## src/rtl/pxi_lb_target_ctrl_pkg.sv

```systemverilog
// Shared encodings for the PXI local-bus target sequencer: FSM states and LW_R polarity.
package pxi_lb_target_ctrl_pkg;

   typedef enum logic [1:0] {
      S_IDLE = 2'd0,
      S_ADDR = 2'd1,
      S_WAIT = 2'd2,
      S_DATA = 2'd3
   } lbState_t;

   localparam logic LWR_WRITE = 1'b1;
   localparam logic LWR_READ  = 1'b0;

   localparam int WAIT_W = 4;

endpackage

```

## src/rtl/pxi_lb_target_ctrl_beat_cnt.sv

```systemverilog
// Wait-state down-counter and burst beat counter for the local-bus target sequencer.
module pxi_lb_target_ctrl_beat_cnt
   import pxi_lb_target_ctrl_pkg::*;
#(
   parameter int WAIT_STATES = 2,
   parameter int MAX_BURST   = 256
) (
   input  logic clk,
   input  logic rst,
   input  logic waitLoad,
   input  logic waitDec,
   input  logic beatClr,
   input  logic beatInc,
   output logic waitLast,
   output logic beatMax
);

   localparam int BEAT_W = $clog2(MAX_BURST + 1);
   localparam logic [WAIT_W-1:0] WAIT_INIT = WAIT_W'(WAIT_STATES);

   logic [WAIT_W-1:0] waitCnt;
   logic [BEAT_W-1:0] beatCnt;

   always_ff @(posedge clk or posedge rst) begin
      if (rst) begin
         waitCnt <= '0;
      end else if (waitLoad) begin
         waitCnt <= WAIT_INIT;
      end else if (waitDec && (waitCnt != '0)) begin
         waitCnt <= waitCnt - 1'b1;
      end
   end

   // Counts completed beats of the current burst; cleared whenever the sequencer idles
   always_ff @(posedge clk or posedge rst) begin
      if (rst) begin
         beatCnt <= '0;
      end else if (beatClr) begin
         beatCnt <= '0;
      end else if (beatInc) begin
         beatCnt <= beatCnt + 1'b1;
      end
   end

   assign waitLast = (waitCnt == WAIT_W'(1));
   assign beatMax  = (beatCnt == BEAT_W'(MAX_BURST));

endmodule

```

## src/rtl/pxi_lb_target_ctrl.sv

```systemverilog
// PXI/PCI-bridge local-bus target sequencer: decodes a BASE_ADDR window, inserts wait states,
// drives ready_n and issues one-cycle read/write strobes to the register file.
module pxi_lb_target_ctrl
   import pxi_lb_target_ctrl_pkg::*;
#(
   parameter int          ADDR_W      = 10,
   parameter logic [31:0] BASE_ADDR   = 32'h0000_0000,
   parameter int          WAIT_STATES = 2,
   parameter int          MAX_BURST   = 256
) (
   input  logic              clk,
   input  logic              rst,
   input  logic              ads,
   input  logic              blast,
   input  logic              lw_r,
   input  logic [29:0]       la,
   input  logic [31:0]       ld_in,
   input  logic [31:0]       rd_data,
   output logic              ready_n,
   output logic [31:0]       ld_out,
   output logic              ld_oe,
   output logic [ADDR_W-1:0] reg_addr,
   output logic              wr_en,
   output logic              rd_en,
   output logic              busy,
   output logic              bus_err
);

   lbState_t state, stateNext;

   logic              txDir, dirNext;
   logic              errNext;
   logic              windowHit;
   logic              beatReady;
   logic              waitLast, beatMax;
   logic              readyNNext, wrEnNext, rdEnNext, ldOeNext, busyNext;
   logic [ADDR_W-1:0] regAddrNext;
   logic [31:0]       ldOutNext;

   // Write data goes straight from the bus pins to the register file
   logic unusedLdIn;
   assign unusedLdIn = ^ld_in;

   assign windowHit = (la[29:ADDR_W] == BASE_ADDR[31:ADDR_W+2]);
   assign beatReady = ((state == S_ADDR) && (WAIT_STATES == 0)) ||
                      ((state == S_WAIT) && waitLast);

   pxi_lb_target_ctrl_beat_cnt #(
      .WAIT_STATES (WAIT_STATES),
      .MAX_BURST   (MAX_BURST)
   ) uBeatCnt (
      .clk      (clk),
      .rst      (rst),
      .waitLoad (state == S_ADDR),
      .waitDec  (state == S_WAIT),
      .beatClr  (state == S_IDLE),
      .beatInc  ((state == S_DATA) && (stateNext == S_ADDR)),
      .waitLast (waitLast),
      .beatMax  (beatMax)
   );

   always_ff @(posedge clk or posedge rst) begin
      if (rst) begin
         state    <= S_IDLE;
         txDir    <= LWR_READ;
         ready_n  <= 1'b1;
         ld_out   <= '0;
         ld_oe    <= 1'b0;
         reg_addr <= '0;
         wr_en    <= 1'b0;
         rd_en    <= 1'b0;
         busy     <= 1'b0;
         bus_err  <= 1'b0;
      end else begin
         state    <= stateNext;
         txDir    <= dirNext;
         ready_n  <= readyNNext;
         ld_out   <= ldOutNext;
         ld_oe    <= ldOeNext;
         reg_addr <= regAddrNext;
         wr_en    <= wrEnNext;
         rd_en    <= rdEnNext;
         busy     <= busyNext;
         bus_err  <= errNext;
      end
   end

   // A stray ADS outside IDLE aborts the transaction; a burst already at MAX_BURST never gets
   // its next data beat
   always_comb begin
      stateNext = state;
      errNext   = 1'b0;
      unique case (state)
         S_IDLE: begin
            if (!ads && windowHit) stateNext = S_ADDR;
         end
         S_ADDR, S_WAIT: begin
            if (!ads) begin
               errNext   = 1'b1;
               stateNext = S_IDLE;
            end else if (beatReady) begin
               if (beatMax) begin
                  errNext   = 1'b1;
                  stateNext = S_IDLE;
               end else begin
                  stateNext = S_DATA;
               end
            end else if (state == S_ADDR) begin
               stateNext = S_WAIT;
            end
         end
         S_DATA: begin
            if (!ads) begin
               errNext   = 1'b1;
               stateNext = S_IDLE;
            end else if (!blast) begin
               stateNext = S_IDLE;
            end else begin
               stateNext = S_ADDR;
            end
         end
         default: stateNext = S_IDLE;
      endcase
   end

   always_comb begin
      dirNext     = txDir;
      regAddrNext = reg_addr;
      ldOutNext   = ld_out;
      readyNNext  = 1'b1;
      wrEnNext    = 1'b0;
      rdEnNext    = 1'b0;
      if ((state == S_IDLE) && (stateNext == S_ADDR)) begin
         dirNext     = lw_r;
         regAddrNext = la[ADDR_W-1:0];
      end else if ((state == S_DATA) && (stateNext == S_ADDR)) begin
         regAddrNext = reg_addr + 1'b1;
      end
      busyNext = (stateNext != S_IDLE);
      ldOeNext = (stateNext != S_IDLE) && (dirNext == LWR_READ);
      if (stateNext == S_ADDR) begin
         rdEnNext = (dirNext == LWR_READ);
      end
      if (stateNext == S_DATA) begin
         readyNNext = 1'b0;
         wrEnNext   = (dirNext == LWR_WRITE);
         if (dirNext == LWR_READ) ldOutNext = rd_data;
      end
   end

endmodule

```

## config.mk

```make
export PLATFORM = sky130hd
export DESIGN_NAME = pxi_lb_target_ctrl
export DESIGN_NICKNAME = d
export VERILOG_FILES = /design/src/rtl/pxi_lb_target_ctrl_pkg.sv /design/src/rtl/pxi_lb_target_ctrl_beat_cnt.sv /design/src/rtl/pxi_lb_target_ctrl.sv
export SDC_FILE = /design/constraint.sdc
export NUM_CORES = 1
export LEC_CHECK = 0
export ABC_CLOCK_PERIOD_IN_PS = 3600
export BUFFER_PORTS_ARGS = -buffer_cell sky130_fd_sc_hd__clkbuf_2
export CAP_MARGIN = 15
export CORE_ASPECT_RATIO = 0.6
export CORE_MARGIN = 5
export CORE_UTILIZATION = 48
export DETAILED_ROUTE_END_ITERATION = 7
export PLACE_DENSITY = 0.82
export SETUP_SLACK_MARGIN = 0.2
export SLEW_MARGIN = 10
export SYNTH_ARGS = -nofsm -noshare
export SYNTH_HDL_FRONTEND = slang
export SYNTH_HIERARCHICAL = 1
export SYNTH_SLANG_ARGS = --single-unit
export TNS_END_PERCENT = 1
```

## constraint.sdc

```tcl
create_clock -name clk -period 3.6 [get_ports clk]
set_input_delay 0.9 -clock clk [delete_from_list [all_inputs] [get_ports clk]]
set_output_delay 0.9 -clock clk [all_outputs]
set_load 0.005 [all_outputs]
```

==> flow_summary_export.csv, run 1 <==
group,metric,value,unit
synth,synth_cells,279,
timing,slew_viol_final,0,
place,io_buffers,114,
power,p_clk_share,24.9,%
timing,finalSetupTns,0,ns
clock_tree,clockBufferDepth,2,
final_layout,insertedDiodeCount,0,
power,intPower,2.26,mW
global_route,grt_max_degree,52,
timing,finalHoldViolations,0,
critical_path,critical_path_class,"reg2reg",
clock_tree,clk_pin_slew_worst_paths,0.05,ns
clock_tree,cts_htree_levels,3,
final_layout,final_nets,509,
power,switching_power,1.16,mW
timing,worst_slack,0.602,ns
die,die-area,0.00885,sq mm
critical_path,crit_start,"uBeatCnt/beatCnt[0]",
power,p_sw_share,34.0,%
critical_path,critPathCapture,"uBeatCnt/beatCnt[6]",
synth,synth_seq_cells,64,
timing,timing.final.crit_share,83.3,%
outcome,status,"complete, no violations",
die,rows,23,
synth,yosys_warnings,6,
synth,synthDistinctLibCells,58,
global_route,grt_pass1_wl,13600,um
synth,syn_avg_cell_area,12.1,sq um
worst_hold_path,hp-class,"in2async",
final_layout,post-route-util,63.9,%
drt,avgRoutedWirePerCell,17.2,um
critical_path,critPathSlowestCell,"dfrtp_1",
critical_path,cp.arrival,3.25,ns
clock_tree,cts_resized,0,
power,p_seq_share,36.3,%
power,powerDensity,794,mW/mm^2
place,dpl.cell_count,475,
timing,worst-slew-pin-transition,0.669,ns
final_layout,syn2layout_area_growth,27.7,%
clock_tree,ctsHoldBuffers,0,
synth,synth_edf_count,0,
timing,whs,0.498,ns
critical_path,worstSetupStartpointType,"flop",
drt,routed_wl,8470,um
global_route,grt_overflow,0,
clock_tree,clkSinkCount,64,
clock_tree,root_buffer,"clkbuf_16",
die,core_area,0.00673,sq mm
global_route,grt_pass1_vias,2718,
critical_path,reg2reg_slack,0.60,ns
critical_path,worstSetupEndpointType,"flop",
place,dp_hpwl,6270,um
synth,yosysTopAreaCell,"dfrtp_1",
drt,final_antenna_net_count,0,
timing,rsz0062_at_grt,"no",
drt,post_drt_via_cell_ratio,5.54,
job,cap_viol_max_count,0,
drt,first_iter_violations,129,
synth,synthFlopType,"dfrtp_1",
synth,synth_area,0.00337,sq mm
synth,seq_area_frac_synth,47.6,%
critical_path,critPathRequiredTime,3.85,ns
place,preCtsSetupSlack,0.708,ns
die,die_y,74.9,um
final_layout,regArea,0.00160,sq mm
synth,yosysTopAreaCellShare,46.8,%
critical_path,max_stage_delay,0.44,ns
global_route,grt.total_usage,19.6,%
timing,skew,0.00573,ns
clock_tree,post_cts_buffers,0,
critical_path,rr_endpoint,"uBeatCnt/beatCnt[6]",
critical_path,reg2reg_depth,11,
die,start_util,50.0,%
power,leakagePower,2.18,nW
critical_path,crit_fanout,8,
clock_tree,cts_tree,"done",
final_layout,multi_input_area,0.00162,sq mm
critical_path,crit_chain,"inv_1, ha_1, nor4b_1, and4b_1, nand3_1, a21o_1, o211ai_2, and2_1, nand2_1, or3_1, a21oi_1",
synth,synthTopCellsByArea,"dfrtp_1, mux2_4, ha_1, nor2_1, a21oi_1",
timing,final.min_clock_period,3.00,ns
power,pwr-share-comb,38.8,%
power,max-vdd-ir-drop,419,uV
timing,setup_viol,0,
global_route,antenna_found_initial,0,
drt,drc,0,
die,ios,147,
die,die_x,118,um
synth,async_flop_share,100,%
synth,syn_nets,388,
final_layout,fillers,550,
place,gpl.final_weighted_congestion,0.882,
critical_path,r2r-start,"uBeatCnt/beatCnt[0]",
timing,clock.fmax,334,MHz
final_layout,final_cells,492,
drt,drt_pass1_iterations,4,
timing,maxSlewHeadroom,55.4,%
final_layout,layout-drive-gt1-share,45.9,%
clock_tree,clkLatencyLatePin,0.33,ns
clock_tree,cts_buffers,9,
drt,num_vias,2726,
[through the flow]
step	area [sq um]	power [mW]
finish	4300	3.42
detailed placement	3990	2.56
global route	4300	3.63
floorplan	3370	2.06
CTS	4280	3.44
global placement	3990	2.50
[logic make-up after synthesis]
family          count (synthesis)  share of synthesized area [%]
fa+ha+maj                      10                           3.71
xor+xnor                        6                           1.56
mux                            37                           15.6
simple gates                   90                           15.6
compound gates                 52                           11.7
buf+inv                        20                           4.23
flops                          64                           47.6
[state kept, by name (all words and copies together), names as in the netlist, 2 cells and up]
signal	count
ld_out	32
state	2
uBeatCnt/waitCnt	4
uBeatCnt/beatCnt	9
reg_addr	10
[power by group through the flow]
stage / clock [mW] / sequential, mW / combinational, mW
after floorplan: 0 / 1.22 / 0.836
after global placement: 0 / 1.21 / 1.28
after detailed placement: 0 / 1.24 / 1.32
after CTS: 0.873 / 1.24 / 1.33
after global routing: 0.905 / 1.27 / 1.45
final: 0.852 / 1.24 / 1.33
[worst min path at each step]
stage,to,slack (ns),depth (start not counted)
finish,bus_err,0.50,2
global route,bus_err,0.52,2
CTS,ld_out[14],0.50,1
detailed placement,ld_out[14],0.49,1
global placement,ld_out[13],0.49,1
floorplan,ld_out[13],0.50,1
[layout by cell type (no fill, tap or decap), types with 9 or more instances in the layout]
master,Yosys,final
nand2_1,10,10
o21ai_0,9,9
inv_1,11,10
mux2_4,30,30
nor2_1,24,24
nand3_1,11,11
ha_1,10,10
nand4_1,10,10
clkbuf_2,0,114
clkbuf_16,0,9
dfrtp_1,63,63
a21oi_1,15,15
[layer usage]
metal,routed length (um),up-vias,GRT usage (%)
met5,0,-,0
met4,134,0,6.87
met3,723,16,7.28
met2,3990,113,31.1
met1,3630,1331,25.2
li1,-,1266,-
[area by class of cell]
type / count / area share (%)
timing repair buffer: 118 / 14.5
multi-input combinational: 195 / 37.7
clock inverter: 7 / 1.69
sequential: 64 / 37.2
clock buffer: 9 / 5.23
tap: 87 / 2.53
inverter: 12 / 1.05
[critical path: cells and delay by family, from the launching register on]
family,cells,cell delay [ns]
buffers and inverters,1,0.08
DFF,1,0.44
AOI/OAI and AO/OA,3,0.63
and+or+nand+nor,6,1.60
adders and majority gates,1,0.15
[cell usage after synthesis, drive strengths merged (2+ instances only)]
master    n
a221oi    2
o22a      2
a21boi    2
buf       6
inv      11
and3      4
mux2i     4
nand2    10
a221o     2
o211ai    2
a2111oi   2
o21ai    10
clkbuf    2
nand4    12
nor4      4
nor3      6
dfrtp    63
o221a     2
nand3    11
or3       4
nor2     24
xor2      4
o211a     2
o21bai    2
o21a      2
mux2     33
nor2b     3
nor4b     2
a21o      4
xnor2     2
ha       10
a21oi    15
(Power assumes the default switching activity.)
==> run 2: changes to the inputs <==
- ABC_AREA: not set -> 1
- ABC_CLOCK_PERIOD_IN_PS: 3600 -> 2900
- CORE_UTILIZATION: 48 -> 47
- PLACE_DENSITY: 0.82 -> 0.81
- clock period: 3.6 -> 2.9 ns (I/O delays scaled with it)
==> flow_summary_export.csv, run 2 <==
group,metric,value,unit
synth,yosysTopAreaCell,"dfrtp_1",
final_layout,final_cell_mix,"nand2_1, clkbuf_2, dfrtp_1",
critical_path,reg2reg_slack,0.41,ns
timing,clock.fmax,402,MHz
synth,syn_avg_cell_area,8.00,sq um
clock_tree,cts_tree,"done",
outcome,status,"complete, no violations",
critical_path,worstSetupStartpointType,"flop",
synth,synth_edf_count,0,
die,die-area,0.00884,sq mm
drt,num_vias,3123,
power,max-vdd-ir-drop,498,uV
final_layout,top_regs,"ld_out (32), reg_addr (10), uBeatCnt/beatCnt (9)",
critical_path,r2r-start,"uBeatCnt/waitCnt[1]",
critical_path,crit_fanout,6,
synth,synthTopCellsByArea,"dfrtp_1, nand2_1, nand3_1, nor2_1, inv_1",
critical_path,worstSetupEndpointType,"flop",
critical_path,critPathBufInv,4,
die,rows,23,
timing,skew,0.00698,ns
final_layout,insertedDiodeCount,0,
timing,final.min_clock_period,2.49,ns
drt,wl_met1,3850,um
critical_path,crit_chain,"inv_1, ha_1, nor3b_1, nand2_1, nand2_1, nand3_1, nand3_1, nand2_2, nor2_4, inv_2, nor2_2, buf_4, inv_2, nand2_1, nand3_2, nor2_2, nand2_1, nand2_1, nor2_1",
die,ios,147,
critical_path,critPathSlowestCell,"dfrtp_1",
drt,post_drt_via_cell_ratio,4.94,
drt,routed_wl,8490,um
clock_tree,clk_pin_slew_worst_paths,0.06,ns
synth,yosys_warnings,6,
synth,synthFlopType,"dfrtp_1",
final_layout,layout.cells.most_common,"nand2_1",
drt,first_iter_violations,232,
timing,rsz0062_at_grt,"no",
power,leakagePower,2.44,nW
die,core_area,0.00673,sq mm
die,die_y,74.9,um
die,start_util,49.0,%
global_route,grt_pass1_vias,3154,
place,dp_hpwl,6310,um
final_layout,final_nets,649,
synth,synth_area,0.00330,sq mm
synth,syn_nets,521,
critical_path,critPathRequiredTime,3.12,ns
global_route,grt.total_usage,20.1,%
global_route,grt_pass1_wl,14400,um
drt,dr_wl_met3,598,um
synth,async_flop_share,100,%
drt,top_layer,"met4",
synth,synth_cells,412,
final_layout,largest_reg_flops,32,
timing,worst-slew-pin-transition,0.909,ns
timing,slew_viol_final,0,
clock_tree,cts_buffers,9,
timing,finalHoldViolations,0,
synth,seq_area_frac_synth,48.6,%
critical_path,path_depth,19,
drt,wl_met2,3900,um
timing,timing.final.crit_share,85.9,%
place,gpl.final_weighted_congestion,0.930,
synth,synthTopCellsByCount,"nand2_1, dfrtp_1, nand3_1",
final_layout,top_register,"ld_out",
global_route,grt_max_degree,44,
critical_path,crit_start,"uBeatCnt/waitCnt[1]",
drt,avgRoutedWirePerCell,13.4,um
timing,finalSetupTns,0,ns
critical_path,rr_endpoint,"uBeatCnt/beatCnt[5]",
place,io_buffers,114,
critical_path,reg2reg_depth,19,
critical_path,critical_path_class,"reg2reg",
job,cap_viol_max_count,0,
timing,maxSlewHeadroom,39.3,%
critical_path,cp.arrival,2.71,ns
synth,synth_seq_cells,64,
synth,yosysTopAreaCellShare,47.8,%
critical_path,max_stage_delay,0.39,ns
drt,drc,0,
drt,drt_pass1_iterations,4,
clock_tree,cts_htree_levels,3,
critical_path,cp_top_family,"simple AND/OR/NAND/NOR gates",
drt,final_antenna_net_count,0,
global_route,grt_overflow,0,
final_layout,syn2layout_area_growth,30.6,%
synth,synthDistinctLibCells,27,
die,die_x,118,um
clock_tree,clkLatencyLatePin,0.33,ns
final_layout,layout-drive-gt1-share,31.2,%
clock_tree,clockBufferDepth,2,
critical_path,cpMostUsedCell,"nand2_1",
global_route,antenna_found_initial,0,
timing,setup_viol,0,
worst_hold_path,hp-class,"in2async",
power,powerDensity,967,mW/mm^2
power,totalPowerFinal,4.16,mW
synth,yosys.cell_count.top_type,"nand2_1",
clock_tree,root_buffer,"clkbuf_16",
clock_tree,clkSinkCount,64,
==> run 2: cell types whose count changed in the layout (fill, tap and decap cells not counted), sizes merged, moves of 5 or more <==
| cell | before | now |
|---|---|---|
| nand2 | 10 | 147 |
| nand3 | 11 | 51 |
| mux2 | 33 | 0 |
| inv | 11 | 41 |
| nor2 | 24 | 45 |
| buf | 4 | 14 |
| nand4 | 12 | 6 |
| a21oi | 15 | 10 |
==> run 2: routing by layer <==
layer | GRT usage (%) | up-vias
met5 | 0 | -
met4 | 8.27 | 0
met3 | 5.11 | 17
met2 | 32.7 | 112
met1 | 26.2 | 1436
li1 | - | 1558
==> run 2: per-stage QoR <==
stage	setup slack (ns)	util [%]	instances	hold slack, ns	instance area, sq um
3_5_place_dp	0.261	58.8	612	0.457	3960
5_1_grt	0.207	63.9	632	0.487	4310
6_report	0.410	63.9	632	0.444	4310
4_1_cts	0.209	63.0	628	0.450	4240
2_1_floorplan	0.238	-	412	0.465	3300
3_3_place_gp	0.266	58.8	612	0.453	3960
==> run 2: timing repair <==
item,in CTS,in global routing
setup buffers,0,4
endpoints found under the setup margin,0,41
resized for setup,0,10
hold buffers,0,0
==> run 2: kinds of logic after synthesis <==
kind of cell	count (synthesis)	share of synthesized area, %
xor gates and xnor gates	9	2.39
AOI/OAI and AO/OA	23	3.91
and+or+nand+nor	256	34.0
DFF	64	48.6
adders and majority gates	10	3.80
buffers and inverters	50	7.25
==> run 2: layout make-up <==
| cell class | count | area, sq um |
|---|---|---|
| Timing Repair Buffer | 128 | 676 |
| Multi-Input combinational cell | 298 | 1490 |
| Sequential cell | 64 | 1600 |
| Tap cell | 87 | 109 |
| Inverter | 39 | 146 |
| Clock buffer | 9 | 225 |
| Clock inverter | 7 | 55.1 |
| Fill cell | 585 | 2430 |
==> run 2: report_power, final <==
part,internal (mW),leakage [nW],switching [mW]
clock,0.584,0.132,0.408
combinational,0.674,1.48,1.04
sequential,1.22,0.825,0.245
==> run 2: worst max path at each step <==
stage / endpoint / slack, ns
final: uBeatCnt/beatCnt[5] / 0.41
after global routing: ld_out[12] / 0.21
after CTS: uBeatCnt/beatCnt[4] / 0.21
after detailed placement: uBeatCnt/beatCnt[5] / 0.26
after global placement: uBeatCnt/beatCnt[5] / 0.27
after floorplan: uBeatCnt/beatCnt[4] / 0.24
==> run 2: worst reg2reg max path, stage by stage, from the launching register on <==
cell and delay [ns]:
dfrtp_1 0.39, inv_1 0.11, ha_1 0.16, nor3b_1 0.31, nand2_1 0.09, nand2_1 0.07, nand3_1 0.08, nand3_1 0.09
nand2_2 0.13, nor2_4 0.12, inv_2 0.05, nor2_2 0.11, buf_4 0.18, inv_2 0.03, nand2_1 0.08, nand3_2 0.08
nor2_2 0.14, nand2_1 0.07, nand2_1 0.05, nor2_1 0.04
